<file path="config.mk">
export PLATFORM = sky130hd
export DESIGN_NAME = axi_stream_fifo
export DESIGN_NICKNAME = d
export VERILOG_FILES = /design/src/rtl/axi_stream_pkg.sv /design/src/rtl/axi_stream_fifo_mem.sv /design/src/rtl/axi_stream_fifo.sv
export SDC_FILE = /design/constraint.sdc
export NUM_CORES = 1
export LEC_CHECK = 0
export CORE_MARGIN = 2
export CORE_UTILIZATION = 55
export CTS_CLUSTER_DIAMETER = 100
export DETAILED_ROUTE_END_ITERATION = 6
export PLACE_DENSITY = 0.8
export SLEW_MARGIN = 15
export SYNTH_ARGS = -nofsm -noshare
export SYNTH_HDL_FRONTEND = slang
export SYNTH_SLANG_ARGS = --single-unit
</file>
<file path="constraint.sdc">
create_clock -name clk -period 4.54 [get_ports clk]
set_input_delay 0.681 -clock clk [delete_from_list [all_inputs] [get_ports clk]]
set_output_delay 0.681 -clock clk [all_outputs]
set_load 0.02 [all_outputs]
</file>
<file path="src/rtl/axi_stream_pkg.sv">
// Shared definitions for the AXI4-Stream FIFO.
// The FIFO stores each beat as one flat vector laid out, LSB first, as:
//   tdata | tstrb | tkeep | tlast | tid | tdest | tuser
// The functions below give that vector's width and each field's LSB offset,
// so the pack and unpack logic in the top level always agree.
package axi_stream_pkg;

  function automatic int payload_width(int bw, int idw, int dw, int uw);
    return 8*bw + 2*bw + 1 + idw + dw + uw;
  endfunction

  function automatic int data_lsb();
    return 0;
  endfunction

  function automatic int strb_lsb(int bw);
    return 8*bw;
  endfunction

  function automatic int keep_lsb(int bw);
    return 9*bw;
  endfunction

  function automatic int last_lsb(int bw);
    return 10*bw;
  endfunction

  function automatic int id_lsb(int bw);
    return 10*bw + 1;
  endfunction

  function automatic int dest_lsb(int bw, int idw);
    return 10*bw + 1 + idw;
  endfunction

  function automatic int user_lsb(int bw, int idw, int dw);
    return 10*bw + 1 + idw + dw;
  endfunction

endpackage

</file>
<file path="src/rtl/axi_stream_fifo_mem.sv">
// Storage array for axi_stream_fifo: depth x width registers.
// It has one synchronous write port and one asynchronous read port, and no
// control logic of its own.
// Ports:
//   clk     clock
//   we_i    write enable
//   waddr_i write address
//   wdata_i write data
//   raddr_i read address
//   rdata_o read data (combinational from raddr_i)
module axi_stream_fifo_mem #(
  parameter int depth      = 4,
  parameter int width      = 32,
  parameter int addr_width = $clog2(depth)
) (
  input  logic                  clk,
  input  logic                  we_i,
  input  logic [addr_width-1:0] waddr_i,
  input  logic [width-1:0]      wdata_i,
  input  logic [addr_width-1:0] raddr_i,
  output logic [width-1:0]      rdata_o
);

  logic [width-1:0] mem_q [depth];

  // NOTE: the array has no reset. Entries are only read when count says they
  // hold valid data, so resetting them would only add reset fan-out.
  always_ff @(posedge clk) begin
    if (we_i) begin
      mem_q[waddr_i] <= wdata_i;
    end
  end

  assign rdata_o = mem_q[raddr_i];

endmodule

</file>
<file path="src/rtl/axi_stream_fifo.sv">
// Synchronous AXI4-Stream FIFO. It buffers the s_* stream and re-presents it
// on the m_* port. s_tready and m_tvalid come from registered state only, so
// there is no combinational path from m_tready to s_tready.
// Ports:
//   clk, resetn       clock; asynchronous active-low reset
//   s_t*              slave stream in (s_tready out)
//   m_t*              master stream out (m_tready in)
//   count             current occupancy, 0..depth
module axi_stream_fifo
  import axi_stream_pkg::*;
#(
  parameter int byte_width = 4,
  parameter int id_width   = 1,
  parameter int dest_width = 1,
  parameter int user_width = 1,
  parameter int depth      = 4,
  parameter int addr_width = $clog2(depth)
) (
  input  logic                    clk,
  input  logic                    resetn,
  input  logic                    s_tvalid,
  output logic                    s_tready,
  input  logic [8*byte_width-1:0] s_tdata,
  input  logic [byte_width-1:0]   s_tstrb,
  input  logic [byte_width-1:0]   s_tkeep,
  input  logic                    s_tlast,
  input  logic [id_width-1:0]     s_tid,
  input  logic [dest_width-1:0]   s_tdest,
  input  logic [user_width-1:0]   s_tuser,
  output logic                    m_tvalid,
  input  logic                    m_tready,
  output logic [8*byte_width-1:0] m_tdata,
  output logic [byte_width-1:0]   m_tstrb,
  output logic [byte_width-1:0]   m_tkeep,
  output logic                    m_tlast,
  output logic [id_width-1:0]     m_tid,
  output logic [dest_width-1:0]   m_tdest,
  output logic [user_width-1:0]   m_tuser,
  output logic [addr_width:0]     count
);

  localparam int pw      = payload_width(byte_width, id_width, dest_width, user_width);
  localparam int data_lo = data_lsb();
  localparam int strb_lo = strb_lsb(byte_width);
  localparam int keep_lo = keep_lsb(byte_width);
  localparam int last_lo = last_lsb(byte_width);
  localparam int id_lo   = id_lsb(byte_width);
  localparam int dest_lo = dest_lsb(byte_width, id_width);
  localparam int user_lo = user_lsb(byte_width, id_width, dest_width);

  localparam logic [addr_width:0] full_count = (addr_width+1)'(depth);

  logic [1:0]            rst_sync_q;
  logic [addr_width-1:0] wr_ptr_q, wr_ptr_d;
  logic [addr_width-1:0] rd_ptr_q, rd_ptr_d;
  logic [addr_width:0]   count_q, count_d;
  logic                  push, pop;
  logic [pw-1:0]         wdata, rdata;

  // Reset asserts immediately but is released through two flops, so s_tready
  // stays low for two cycles after resetn rises.
  always_ff @(posedge clk or negedge resetn) begin
    if (!resetn) begin
      rst_sync_q <= 2'b00;
    end else begin
      rst_sync_q <= {rst_sync_q[0], 1'b1};
    end
  end

  assign s_tready = rst_sync_q[1] && (count_q != full_count);
  assign m_tvalid = (count_q != '0);
  assign push     = s_tvalid && s_tready;
  assign pop      = m_tvalid && m_tready;
  assign count    = count_q;

  // NOTE: combinational next-state uses blocking assignments with every
  // output defaulted first, so no path can leave a latch behind.
  always_comb begin
    wr_ptr_d = wr_ptr_q;
    rd_ptr_d = rd_ptr_q;
    count_d  = count_q;
    if (push) wr_ptr_d = wr_ptr_q + addr_width'(1);
    if (pop)  rd_ptr_d = rd_ptr_q + addr_width'(1);
    case ({push, pop})
      2'b10:   count_d = count_q + (addr_width+1)'(1);
      2'b01:   count_d = count_q - (addr_width+1)'(1);
      default: count_d = count_q;
    endcase
  end

  always_ff @(posedge clk or negedge resetn) begin
    if (!resetn) begin
      wr_ptr_q <= '0;
      rd_ptr_q <= '0;
      count_q  <= '0;
    end else begin
      wr_ptr_q <= wr_ptr_d;
      rd_ptr_q <= rd_ptr_d;
      count_q  <= count_d;
    end
  end

  // The stored strobe is masked by keep, so TSTRB is never set on a null byte.
  assign wdata = {s_tuser, s_tdest, s_tid, s_tlast, s_tkeep, s_tstrb & s_tkeep, s_tdata};

  axi_stream_fifo_mem #(
    .depth      (depth),
    .width      (pw),
    .addr_width (addr_width)
  ) u_mem (
    .clk     (clk),
    .we_i    (push),
    .waddr_i (wr_ptr_q),
    .wdata_i (wdata),
    .raddr_i (rd_ptr_q),
    .rdata_o (rdata)
  );

  assign m_tdata = rdata[data_lo +: 8*byte_width];
  assign m_tstrb = rdata[strb_lo +: byte_width];
  assign m_tkeep = rdata[keep_lo +: byte_width];
  assign m_tlast = rdata[last_lo];
  assign m_tid   = rdata[id_lo   +: id_width];
  assign m_tdest = rdata[dest_lo +: dest_width];
  assign m_tuser = rdata[user_lo +: user_width];

endmodule

`ifdef FORMAL

`endif

</file>
==> key figures <==
Floorplanning
  • Die area: 0.0135 sq mm
  • FP Rows: 40
  • Die width: ~120 microns
  • Initial Utilization: roughly 57%
  • I/O pin cnt: 97
  • Die Y: roughly 120 microns
  • Core area: 0.0122 sq mm

Setup path
  • Critical Path RT: 3.86 ns
  • Critical path arrival: 2.68 ns
  • Worst Setup End Kind: primary output
  • R2r startpoint: count[0]
  • FF-to-FF End: u_mem.mem_q[3][9]
  • Critical Path Source Type: flop
  • Worst-case reg-to-reg path depth: 4
  • R2R setup slack: 2.23 ns
  • WS Path Type: flop to primary output
  • Worst Path Max Fanout: 46

Clocking
  • Sink Count: 185
  • Post-CTS Setup Bufs: 0
  • CTS Buffer Depth: 2
  • Clk root buf: clkbuf_16
  • Worst skew pair latency: about 0.42 ns
  • Hold_buf cts: 0
  • PostCTS Resize Cnt: 0
  • Clock buffer count from CTS: 17
  • H-tree Lvls: 4
  • CTS tree: done
  • Worst-path clk slew: 0.06 ns

Hold path
  • Hold Path End: rst_sync_q[1]
  • Hold Startpoint: rst_sync_q[0]
  • Hold crit path type: flop to flop
  • Cells on Worst Hold Path: 0

Yosys
  • Area of the mapped netlist: between 0.006 and 0.007 sq mm
  • Synth Register Bits: 185
  • Top cell type's share of synthesized area: 76.4%
  • Main combinational cell family by area after synthesis: multiplexers
  • Synth Warn #: 0
  • Register area share after synthesis: 79.6%
  • Synth area leaders: edfxtp_1, mux4_2, dfrtp_1
  • Mux share of post-synthesis cell area: 15.0%
  • Synth Net Count: 330
  • Simple-gate portion of the synthesized area: 1.03%
  • XOR/XNOR Fraction of Synth Area: less than 1%
  • Syn Inst Count: 276
  • Distinct cells, synth: 22
  • Post-synthesis average cell area: ~25 sq um
  • Largest area contributor in the netlist: edfxtp_1
  • Adder-cell share of the synthesized area: 1.19%
  • Synth Area in Compound Gates: 0.362%

Timing
  • Period minus WS final: around 3.4 ns
  • Final setup violation count: 0
  • Worst-Margin Slew: about 1.1 ns
  • Final Hold Fails: 0
  • Clock Skew: 0.00793 ns
  • Slew margin rel.: 26.4%
  • Final Max Slew Viols: 0
  • Tcrit/Tclk final: 74.1%
  • Fmax: 0.297 GHz
  • Hold Worst Slack: 0.362 ns
  • Setup TNS: 0 ns
  • RSZ-0062 raised after global routing: no

Route
  • Via count: 3,061
  • Final ANT Viol Nets: 0
  • Routed wire length: 11,300 microns
  • # DRC: 0
  • First DRT Iteration DRCs: 197
  • Routed WL per cell: 19.9 microns
  • Initial DRT Pass Iterations: 6
  • Via density per instance: between 5 and 6

Global route
  • Total track usage: between 10% and 20%
  • Aggregate global routing overflow: 0
  • First-pass GRT wire length: 17,200 microns
  • Vias in the first global route: 3,307
  • Initial antenna violation count: 1
  • Pin count of the biggest net entering global routing: 47

Final layout
  • Commonest cells after routing, fill and taps aside: edfxtp_1, clkdlybuf4s50_1, mux4_2
  • Commonest non-fill, non-tap cell in the layout: edfxtp_1
  • Finished Cell Area: 0.00856 sq mm
  • Synthesis-to-layout area growth: 23.7%
  • Final core utilization: 70.4%
  • Post-layout nets: 439
  • Layout cells sized above 1: 18.6%
  • Fill count: 765

Power
  • Worst vdd ir: roughly 0.32 mV
  • Power Density: 616 mW/mm^2
  • Leak pwr: between 0.002 and 0.003 uW
  • Total power: 5270 uW

Placement
  • Post-DP Area: 0.00801 sq mm
  • GPL Wtd Cong: slightly above 0.7
  • Buffers added on ports: 96
  • Dpl hpwl: between 6000 and 7000 microns

Run status
  • Status: finished clean

Job
  • Max_cap viols: 0
how the worst max path moves through the flow:
stage,start,end,slack [ns],cells after the start
floorplan,s_tvalid,u_mem.mem_q[0][0],2.09,3
global placement,rd_ptr_q[0],m_tdata[3],1.58,2
detailed placement,s_tvalid,u_mem.mem_q[3][23],1.53,5
CTS,rd_ptr_q[0],m_tdata[0],1.09,2
global route,rd_ptr_q[0],m_tdata[0],1.0,2
finish,rd_ptr_q[0],m_tdata[0],1.18,2
metrics by stage:
stage	instances	worst slack, ns
2_1_floorplan	276	2.09
3_3_place_gp	534	1.58
3_5_place_dp	534	1.53
4_1_cts	566	1.09
5_1_grt	566	0.998
6_report	567	1.18
worst max-delay path, cell delays in order, from the launching register on:
cell and delay [ns]:
dfrtp_4 1.02, mux4_1 0.66, clkdlybuf4s50_1 0.56
sequential cells by signal (all words and copies together) (netlist names):
| name | flops |
|---|---|
| u_mem.mem_q | 176 |
| rst_sync_q | 2 |
| rd_ptr_q | 2 |
| count | 3 |
| wr_ptr_q | 2 |
report_power, final:
group          internal, uW  switching [uW]  leakage, uW  total [uW]
logic                   882             691     0.000849        1570
registers              2090             262      0.00170        2350
clock network           793             554     0.000265        1350
cells by family (layout without fill, tap and decap cells):
group / count (synthesis) / after routing
multiplexers: 46 / 46
buffers and inverters: 16 / 138
AND/OR/NAND/NOR: 13 / 13
adder cells (fa/ha/maj): 6 / 6
XOR/XNOR: 6 / 6
AO/OA/AOI/OAI: 3 / 3
other: 1 / 2
flip-flops: 185 / 185
area by class of cell:
cell class              instances  area, sq um  share of cell area, %
multi-input cells              75         1270                   14.9
flip-flops and latches        185         5520                   64.4
clock buffers                  19          433                   5.06
diodes                          1         2.50                 0.0292
clock inverters                13          110                   1.29
inverters                       6         22.5                  0.263
well taps                     168          210                   2.46
repair buffers                100          991                   11.6
metal layers:
layer,vias to the layer above,global-route usage (%),part of all wire (%)
li1,1375,-,-
met1,1572,22.0,40
met2,97,30.0,51
met3,17,6.59,6.7
met4,0,8.17,1.7
met5,-,0,0
cell usage after synthesis, drive strengths merged:
master  instances
a21boi          1
a21oi           1
and2            8
buf            10
conb            1
dfrtp           9
edfxtp        176
fa              1
ha              5
inv             6
mux2            1
mux2i           1
mux4           44
nand2           2
nor2            2
o31a            1
or3             1
xnor2           3
xor2            3
Power figures use the tool's default switching activity.
==> patch: new RTL, config.mk and constraints unchanged <==
`depth` is set to 4 in 2 places; all go to 2.
--- a/src/rtl/axi_stream_fifo_mem.sv
+++ b/src/rtl/axi_stream_fifo_mem.sv
@@ -10,5 +10,5 @@
 //   rdata_o read data (combinational from raddr_i)
 module axi_stream_fifo_mem #(
-  parameter int depth      = 4,
+  parameter int depth      = 2,
   parameter int width      = 32,
   parameter int addr_width = $clog2(depth)
--- a/src/rtl/axi_stream_fifo.sv
+++ b/src/rtl/axi_stream_fifo.sv
@@ -14,5 +14,5 @@
   parameter int dest_width = 1,
   parameter int user_width = 1,
-  parameter int depth      = 4,
+  parameter int depth      = 2,
   parameter int addr_width = $clog2(depth)
 ) (
Ports: changed (resized count); port bits go from 97 to 96. The function was not compared with the original's and may differ.
==> patch against the original RTL <==
- setup slack better by 40 ps
- non-clock buffer count down 2
- sequential cell count down 91
- synthesized area down 48%
- clock power down 50%
- wire length down 46%
- utilization up 6.8 points
- power down 45%
- cell area down 43%
- critical path depth up 1
- first-iteration DRC count down 46%
- critical path type unchanged
- critical endpoint is now m_tid
- largest cell class unchanged
- largest power group unchanged
==> patch: results <==
[power_and_ir_drop]
p_leak_uw = 0.00179
switching_power_uw = 809
peakVddDrop_mv = 0.402

[run_status]
status = complete, no violations

[logic_synthesis]
synth_nets = 212
synthTopCellsByArea = edfxtp_1 73%, mux2_4 16%, dfrtp_1 4.1%
synth_mux_area_frac = 0.177
syn_inst = 163
synth-edff-count = 88
synth_adder_area_share = 0.00345
synthXorXnorAreaFrac = 0.0121
ys_seq_area_frac = 0.770
async_flop_share = 0.0638
synth_commonest_cells = 88 x edfxtp_1, 39 x mux2_4, 6 x dfrtp_1
synthDistinctLibCells = 16
synth_compound_area_frac = 0

[route]
wl_um = 6070
wl_met3_um = 325
viasPerCell = 5.06
drtIter0Drc = 107
wl_met2_um = 3200
drt-pass1-iter-count = 4
vias = 1756

[timing]
finalClockSkew_ps = 5.92
slew_headroom = 0.365

[worst_hold_path]
holdPathStages = 0

[placed_design]
place_congestion = 0.751
dp_slack_ps = 1550
placed_cell_area_um2 = 4660
portBuffers = 95
post-dp-hpwl_um = 4160

[global_route]
antenna_found_initial = 0
grt_pass1_wl_um = 9160
grt_use_total = 0.172
grt_start_max_net_pins = 33

[cells_and_area]
antennaDiodeCount = 0
layout-drive-gt1-share = 0.241
largest_reg_flops = 88
final_common_cell = clkdlybuf4s50_1
finalNetCount = 316
nFillCells = 360

[worst_setup_path]
worstPathArrival_ps = 2640
critPathMaxFanout = 32

[clock_tree]
path_clk_slew_ps = 80
cts_made_buffers = 9
clk_latency_ps = 340
root_buffer = clkbuf_8
cts_max_level = 3
-- patch: cells by family after synthesis --
logic type	after synthesis
buffers and inverters	6
xor gates and xnor gates	5
other	1
adders and majority gates	1
DFF	94
and+or+nand+nor	12
muxes	44
-- patch: routing by layer --
metal / track usage / vias up
met1: 0.211 / 867
met4: 0.0649 / 0
met5: 0 / -
met3: 0.0477 / 7
li1: - / 832
met2: 0.291 / 50
-- patch: final cells by class --
type	count	area, µm²	share of cell area
clock buffer	9	124	0.0253
tap	77	96.3	0.0196
clock inverter	5	124	0.0253
inverter	1	3.75	0.000766
sequential	94	2790	0.570
timing repair buffer	98	973	0.199
multi-input combinational	63	788	0.161
-- patch: worst paths after layout --
| kind | startpoint | end | slack (ps) |
|---|---|---|---|
| setup / recovery | rd_ptr_q | m_tid | 1220 |
| hold / removal | rst_sync_q[0] | rst_sync_q[1] | 360 |
| setup reg to reg | count[0] | u_mem.mem_q[1][37] | 2320 |
| hold reg to reg | rst_sync_q[0] | rst_sync_q[1] | 360 |
| max in group asynchronous | resetn | rd_ptr_q | 3740 |
| min in group asynchronous | resetn | rst_sync_q[0] | 570 |
-- patch: critical path, cell delays in order (launching register included) --
cell and delay (ps):
dfrtp_2 1000, buf_4 420, mux2_4 340, clkdlybuf4s50_1 540
-- patch: power groups by stage --
stage,Combinational (µW),Clock [µW],Sequential [µW]
2_1_floorplan,702,0,1150
3_3_place_gp,1010,0,1210
3_5_place_dp,1020,0,1220
4_1_cts,1030,687,1200
5_1_grt,1070,722,1210
6_report,1010,679,1190
